--- config.mk ---
export PLATFORM = sky130hd
export DESIGN_NAME = vicii_sprite_mux
export DESIGN_NICKNAME = d
export VERILOG_FILES = /design/src/rtl/vicii_sprite_mux_pkg.sv /design/src/rtl/vicii_coll_reg.sv /design/src/rtl/vicii_sprite_mux.sv
export SDC_FILE = /design/constraint.sdc
export NUM_CORES = 1
export LEC_CHECK = 0
export ABC_AREA = 1
export CAP_MARGIN = 20
export CORE_MARGIN = 10
export CORE_UTILIZATION = 36
export DETAILED_ROUTE_END_ITERATION = 6
export PLACE_DENSITY = 0.77
export SLEW_MARGIN = 15
export SYNTH_ARGS = -nofsm -noshare
export SYNTH_HDL_FRONTEND = slang
export SYNTH_SLANG_ARGS = --single-unit
--- constraint.sdc ---
create_clock -name clk -period 0.98 [get_ports clk]
set_clock_uncertainty 0.15 [all_clocks]
set_input_delay 0.147 -clock clk [delete_from_list [all_inputs] [get_ports clk]]
set_output_delay 0.147 -clock clk [all_outputs]
set_load 0.05 [all_outputs]
--- src/rtl/vicii_sprite_mux_pkg.sv ---
// Shared VIC-II constants for the sprite mux and the register block:
// sprite count, colour-index width, collision/priority register addresses.
package vicii_sprite_mux_pkg;

  localparam int NUM_SPRITES = 8;
  localparam int COLOR_W     = 4;

  localparam logic [7:0] REG_SPR_PRIO = 8'h1B;
  localparam logic [7:0] REG_COLL_MM  = 8'h1E;
  localparam logic [7:0] REG_COLL_MD  = 8'h1F;

  typedef logic [COLOR_W-1:0]     color_t;
  typedef logic [NUM_SPRITES-1:0] sprMask_t;

  // True when two or more sprites are enabled on the same pixel.
  // Clearing the lowest set bit leaves something only if another bit was set.
  function automatic logic hasMultiple(input sprMask_t v);
    return (v & (v - sprMask_t'(1))) != '0;
  endfunction

endpackage

--- src/rtl/vicii_coll_reg.sv ---
// Collision register: accumulates hit bits between CPU reads, clears on the
// read strobe, and pulses an IRQ on the first hit after a clear.
module vicii_coll_reg
  import vicii_sprite_mux_pkg::*;
#(
  parameter int W = NUM_SPRITES
) (
  input  logic         clk,
  input  logic         reset,
  input  logic         rd_i,
  input  logic [W-1:0] hit_i,
  output logic [W-1:0] reg_o,
  output logic         irq_o
);

  logic [W-1:0] collReg_q, collReg_d;
  logic [W-1:0] base;
  logic         irq_q, irq_d;

  // A read wipes the old bits, but the hits of that same cycle still land.
  always_comb begin
    base      = rd_i ? '0 : collReg_q;
    collReg_d = base | hit_i;
    irq_d     = (base == '0) && (hit_i != '0);
  end

  // State and IRQ pulse update together so the pulse lines up with the new bits.
  always_ff @(posedge clk or negedge reset) begin
    if (!reset) begin
      collReg_q <= '0;
      irq_q     <= 1'b0;
    end else begin
      collReg_q <= collReg_d;
      irq_q     <= irq_d;
    end
  end

  assign reg_o = collReg_q;
  assign irq_o = irq_q;

endmodule

--- src/rtl/vicii_sprite_mux.sv ---
// Final pixel mux: picks the highest-priority sprite against the background,
// and feeds the sprite-sprite and sprite-background collision registers.
module vicii_sprite_mux
  import vicii_sprite_mux_pkg::*;
#(
  // Only the eight-sprite configuration is meaningful for the VIC-II.
  parameter int NSPR = NUM_SPRITES
) (
  input  logic                    clk,
  input  logic                    reset,
  input  logic [NSPR-1:0]         spr_en,
  input  logic [COLOR_W*NSPR-1:0] spr_pix,
  input  logic [COLOR_W-1:0]      bg_pix,
  input  logic                    bg_fg,
  input  logic                    disp_en,
  input  logic [NSPR-1:0]         MDP,
  input  logic                    rd_mm,
  input  logic                    rd_md,
  output logic [COLOR_W-1:0]      pix_out,
  output logic [NSPR-1:0]         MM,
  output logic [NSPR-1:0]         MD,
  output logic                    irq_mmc,
  output logic                    irq_mbc
);

  color_t          pixOut_q, pixOut_d;
  logic [NSPR-1:0] hitMm, hitMd;

  // Walk from the lowest priority upward so the last enabled sprite seen
  // (lowest index) decides; a winner hidden behind foreground shows the
  // background, never a lower-priority sprite underneath it.
  always_comb begin
    pixOut_d = bg_pix;
    for (int n = NSPR - 1; n >= 0; n--) begin
      if (spr_en[n]) begin
        pixOut_d = (MDP[n] && bg_fg) ? bg_pix : spr_pix[n*COLOR_W +: COLOR_W];
      end
    end
  end

  // Collisions only count inside the display window.
  always_comb begin
    hitMm = (disp_en && hasMultiple(spr_en)) ? spr_en : '0;
    hitMd = (disp_en && bg_fg) ? spr_en : '0;
  end

  // Resolved colour is registered, one pixel behind the inputs.
  always_ff @(posedge clk or negedge reset) begin
    if (!reset) begin
      pixOut_q <= '0;
    end else begin
      pixOut_q <= pixOut_d;
    end
  end

  assign pix_out = pixOut_q;

  vicii_coll_reg #(.W(NSPR)) uCollMm (
    .clk   (clk),
    .reset (reset),
    .rd_i  (rd_mm),
    .hit_i (hitMm),
    .reg_o (MM),
    .irq_o (irq_mmc)
  );

  vicii_coll_reg #(.W(NSPR)) uCollMd (
    .clk   (clk),
    .reset (reset),
    .rd_i  (rd_md),
    .hit_i (hitMd),
    .reg_o (MD),
    .irq_o (irq_mbc)
  );

endmodule

# [Word-level counts from Yosys, hierarchy flattened]
# Cells that the tools add are included.
[totals] in_bits=58 memories=0 mem_bits_ro=0 regBits=22 mem_bits_rw=0 latchBits=0 output_inout_bits=22
[op_classes] n_mux=20 shift=0 mul=0 bitwise=3 add_sub_neg=1 div_mod_pow=0 n_reduce_logical=17 n_lt_le_gt_ge=0 eq_ne=0
[ops] operator="4-bit two-way mux" count=16
[ops] operator="8-bit two-way mux" count=4
[ops] operator="8-bit nonzero test" count=3
[ops] operator="8-bit zero test" count=2
[ops] operator="8-bit bitwise OR" count=2
[ops] operator="1-bit logical AND" count=12
[ops] operator="8-bit AND" count=1
[ops] operator="8-bit by 1-bit subtractor with 8-bit output, second input constant" count=1

# [Logic depth before layout (Yosys ltp)]
# Gate-level depths: netlist (run 1).
[logic_depth] ltp_word=10 mapped_depth=15 depth_no_buf=14

# [Modules after synthesis]
# A second synthesis (run 1) with hierarchy kept.
[unflattened] hier_cells=274 area_unflattened_um2=1667.8
[modules_own_cells] module="vicii_sprite_mux" instances=1 area_per_inst_um2=927.1 seq_area_each_um2=100.1 cells_each=182
[modules_own_cells] module="vicii_coll_reg" instances=2 area_per_inst_um2=370.4 seq_area_each_um2=225.2 cells_each=46

# [Least setup slack after synthesis (run 1)]
# No wires, ideal clock.
[synth_timing] kind="reg-to-reg" startpoint="reg uCollMd.collReg_q[5] (netlist: uCollMd.reg_o[5])" endpoint="reg uCollMd.irq_q (netlist: uCollMd.irq_o)" t_arrival_ns=0.981 period_less_slack_ns=1.256 required_time_ns=0.705 stages_incl_launch_ff=4 setup_time_ns=0.125 n_path_buf=0 slack_ns=-0.276 path_cell_list="dfrtp_1 inv_1 a41oi_1 nor4_1"
[synth_via] elab_chain_len=3
[synth_lines] element="start: declaration" line="vicii_coll_reg.sv:16" rtl="logic [W-1:0] collReg_q, collReg_d;"
[synth_lines] element="start signal: assignment" line="vicii_coll_reg.sv:33" rtl="collReg_q <= collReg_d;"
[synth_lines] element="8-bit two-way mux" line="vicii_coll_reg.sv:22" rtl="base = rd_i ? '0 : collReg_q;"
[synth_lines] element="8-bit zero test" line="vicii_coll_reg.sv:24" rtl="irq_d = (base == '0) && (hit_i != '0);"
[synth_lines] element="1-bit logical AND" line="vicii_coll_reg.sv:24"
[synth_lines] element="via uCollMd.irq_d" line="vicii_coll_reg.sv:18" rtl="logic irq_q, irq_d;"
[synth_lines] element="end signal: assignment" line="vicii_coll_reg.sv:34" rtl="irq_q <= irq_d;"
[synth_lines] element="end: declaration" line="vicii_coll_reg.sv:18"
# The timed path passes the listed nets, and every way through them passes these cells.

# [Final worst setup path (run 1)]
[layout_timing] startpoint="in bg_fg" endpoint="reg pixOut_q[2] (netlist: pix_out[2])"
[layout_via] elab_chain_len=10 word_cells_on_any_way=24
[layout_lines] element="start: declaration" line="vicii_sprite_mux.sv:14" rtl="input logic bg_fg,"
[layout_lines] element="1-bit logical AND" line="vicii_sprite_mux.sv:36" rtl="pixOut_d = (MDP[n] && bg_fg) ? bg_pix : spr_pix[n*COLOR_W +: COLOR_W];"
[layout_lines] element="4-bit two-way mux" line="vicii_sprite_mux.sv:36"
[layout_lines] element="4-bit two-way mux (7 in a row)" line="vicii_sprite_mux.sv:35" rtl="if (spr_en[n]) begin"
[layout_lines] element="4-bit two-way mux (*)" line="vicii_sprite_mux.sv:35"
[layout_lines] element="via pixOut_d[2]" line="vicii_sprite_mux.sv:26" rtl="color_t pixOut_q, pixOut_d;"
[layout_lines] element="end signal: assignment" line="vicii_sprite_mux.sv:52" rtl="pixOut_q <= pixOut_d;"
[layout_lines] element="end: declaration" line="vicii_sprite_mux.sv:26"
# Mark *: on every way through the listed nets, which the timed path passes. The rest lies on a longest branch.

==> results of run 1 <==
## area by class of cell
class,count,area [µm²],area share [%]
timing repair buffer,170,1810,47.5
multi-input combinational,165,1160,30.5
sequential,22,571,15.0
inverter,33,138,3.61
tap,50,62.6,1.64
clock buffer,3,41.3,1.08
clock inverter,1,30.0,0.787
## power breakdown
group          switching [mW]  total [mW]  internal, mW
Clock                   0.331       0.878         0.547
Combinational            1.09        2.11          1.02
Sequential             0.0921        1.09         0.999
## sequential cells by signal, summed over array words and instances, names as in the netlist
register,count
pix_out,4
uCollMd.reg_o,8
uCollMd.irq_o,1
uCollMm.reg_o,8
uCollMm.irq_o,1
## routing by layer
layer	routed length, µm	vias up
met3	1480	111
met5	0	-
met4	983	0
met1	3830	1268
met2	5420	324
li1	-	1102
## placed cells by master (no fill, tap or decap), drive strengths merged, types with 2 or more instances in the layout
cell,count
o211ai,9
dfrtp,22
clkdlybuf4s50,23
nand2,63
o22ai,8
o21ai,29
dlygate4sd2,15
dlymetal6s2s,3
nand4,3
nor3,2
nand3,17
clkbuf,6
nor2,11
inv,31
buf,120
o21a,2
a211oi,3
clkdlybuf4s15,6
a21oi,12
## worst max-delay path, cell delays in order
cell	delay, ns
buf_8	0.11
buf_16	0.14
nand2_4	0.07
inv_4	0.04
buf_6	0.11
o211ai_1	0.36
a21oi_1	0.17
a311oi_2	0.28
nand2_1	0.11
## cell families after synthesis
| kind of cell | Yosys count | share of synthesized area (%) |
|---|---|---|
| flip-flops | 22 | 35.3 |
| AND/OR/NAND/NOR | 97 | 28.7 |
| AO/OA/AOI/OAI | 67 | 26.8 |
| buffers and inverters | 36 | 9.23 |
## path summary, 6_finish.rpt
kind | depth (start not counted) | startpoint | to | slack [ns]
setup reg to reg | 4 | uCollMd.reg_o[6] | uCollMd.irq_o | -0.30
hold / removal | 2 | reset | uCollMd.reg_o[3] | 0.11
hold reg to reg | 2 | uCollMm.reg_o[2] | uCollMm.reg_o[2] | 0.41
min in group clk | 4 | disp_en | uCollMd.irq_o | 0.20
setup / recovery | 9 | bg_fg | pix_out[2] | -0.56
max in group asynchronous | 2 | reset | uCollMm.reg_o[3] | 0.40
## synth_stat cells
library cell  count
a211oi_1          3
a21oi_1          12
a311oi_1          1
a31oi_1           1
a41oi_1           1
buf_2             1
buf_6             1
clkbuf_1          1
clkinv_1          1
dfrtp_1          22
inv_1            31
inv_2             1
nand2_1          56
nand2_2           5
nand2_4           1
nand3_1          16
nand3_2           1
nand4_1           2
nand4_2           1
nor2_1            9
nor2_2            1
nor2_4            1
nor3_1            1
nor3_2            1
nor4_1            1
o211ai_1          9
o21a_1            2
o21ai_0          19
o21ai_1           3
o21ai_2           7
o21bai_1          1
o22ai_1           8
or2_2             1
## repair_timing
| action | in CTS | in global routing |
|---|---|---|
| pin swaps | 58 | 36 |
| cloned | 2 | 0 |
| resized for setup | 143 | 53 |
| setup buffers | 10 | 8 |
| endpoints found under the setup margin | 44 | 44 |
| hold buffers | 0 | 0 |
## per-stage QoR
stage	instance area, µm²	power, mW	util (%)
finish	3810	4.08	93.4
global route	3810	4.17	93.4
CTS	3600	3.73	88.1
detailed placement	3230	2.75	79.1
global placement	3230	2.72	79.1
floorplan	1620	1.71	-
==> impl_metrics.yaml, run 1 <==
die:
  die_height_um: 85.8
  ioPinCount: 80
  coreArea_mm2: 0.00409
  num_rows: 23
  die_x_um: 85.8
  dieArea_mm2: 0.00736
  start_util_pct: 38.2
sta:
  period_minus_slack_ns: 1.54
  final.setup.tns_ns: -9.57
  hold_slack_ns: 0.110
  fmax_mhz: 651
  slew_viol_final: 0
  rsz0062_at_grt: "yes"
  finalCritPeriodShare_pct: 157
  finalHoldViolCount: 0
  finalSetupViolations: 41
  slew_headroom_pct: 72.5
  worst_slew_pin_slew_ns: 0.411
  setup_slack_ns: -0.557
worst_setup_path:
  cp-end-kind: "register"
  cp_max_fo: 5
  crit_type: "in -> reg"
  start_kind: "input port"
  arrival_ns: 1.55
  worstPathRequired_ns: 0.99
clock_network:
  cts_root_buffer: "clkbuf_8"
  htree_levels: 1
  numClockSinks: 22
  cts_buffer_depth: 2
  cts_buffers: 3
  insertion_delay_ns: 0.28
  path_clk_slew_ns: 0.10
  cts_tree: "done"
power:
  power-per-cell-area_mw_per_mm2: 1070
  p_leak_nw: 1.82
  max-vdd-ir-drop_uv: 674
logic_synthesis:
  yosysTopAreaCellShare_pct: 35.3
  syn_inst: 222
  yosys_warnings: 0
  synth.net_count: 280
  ys_seq_area_share_pct: 35.3
  post-synth-top-area-cell: "dfrtp_1"
  netlist_area_mm2: 0.00156
  ys_ff_latch: 22
  syn_area_per_cell_um2: 7.02
  ys_types: 33
  synth_area_leaders: "dfrtp_1 (35%), nand2_1 (13%), inv_1 (7.5%), o21ai_0 (6.1%), nand3_1 (5.1%)"
global_route:
  grt_overflow: 0
  grt_max_degree: 23
  grtUsageMet3_pct: 5.87
  busiest_layer: "met2"
  gr-usage-met1_pct: 24.7
  grt_usage_pct: 22.9
  grt_pass1_vias: 2709
  antenna_found_initial: 0
  grt_util_met2_pct: 40.7
  grt_pass1_wl_um: 13800
place:
  dpl_worst_slack_ns: -0.867
  dp_hpwl_um: 5420
  gp_congestion: 0.917
  portBuffers: 79
  place_inst: 421
detailed_routing:
  first_pass_iters: 5
  drt_iter0_drc: 352
  drc: 0
  wire_per_inst_um: 26.4
  ant_nets: 0
  dr_total_vias: 2805
  wl_um: 11700
  avgViaCountPerCell: 6.32
cells_and_area:
  area_growth_pct: 145
  finalNonFillerCells: 444
  drive_gt1_share_pct: 59.1
  final_nets: 453
  num-fill-cells: 132
  insertedDiodeCount: 0
run_status:
  outcome: "finished, violations left"
  violations: "setup timing"
job:
  maxCapViolations: 0
min_path:
  hp-class: "in -> async"
No activity file was read; power rests on OpenSTA's default activity.
==> run 2: changes to the inputs <==
--- a/config.mk
+++ b/config.mk
@@ -6,7 +6,7 @@
 export NUM_CORES = 1
 export LEC_CHECK = 0
 export ABC_AREA = 1
-export CAP_MARGIN = 20
+export CAP_MARGIN = 5
 export CORE_MARGIN = 10
 export CORE_UTILIZATION = 36
 export DETAILED_ROUTE_END_ITERATION = 6
==> results of run 2 <==
The final DEF is identical to that of run 1; final timing and power are the same.
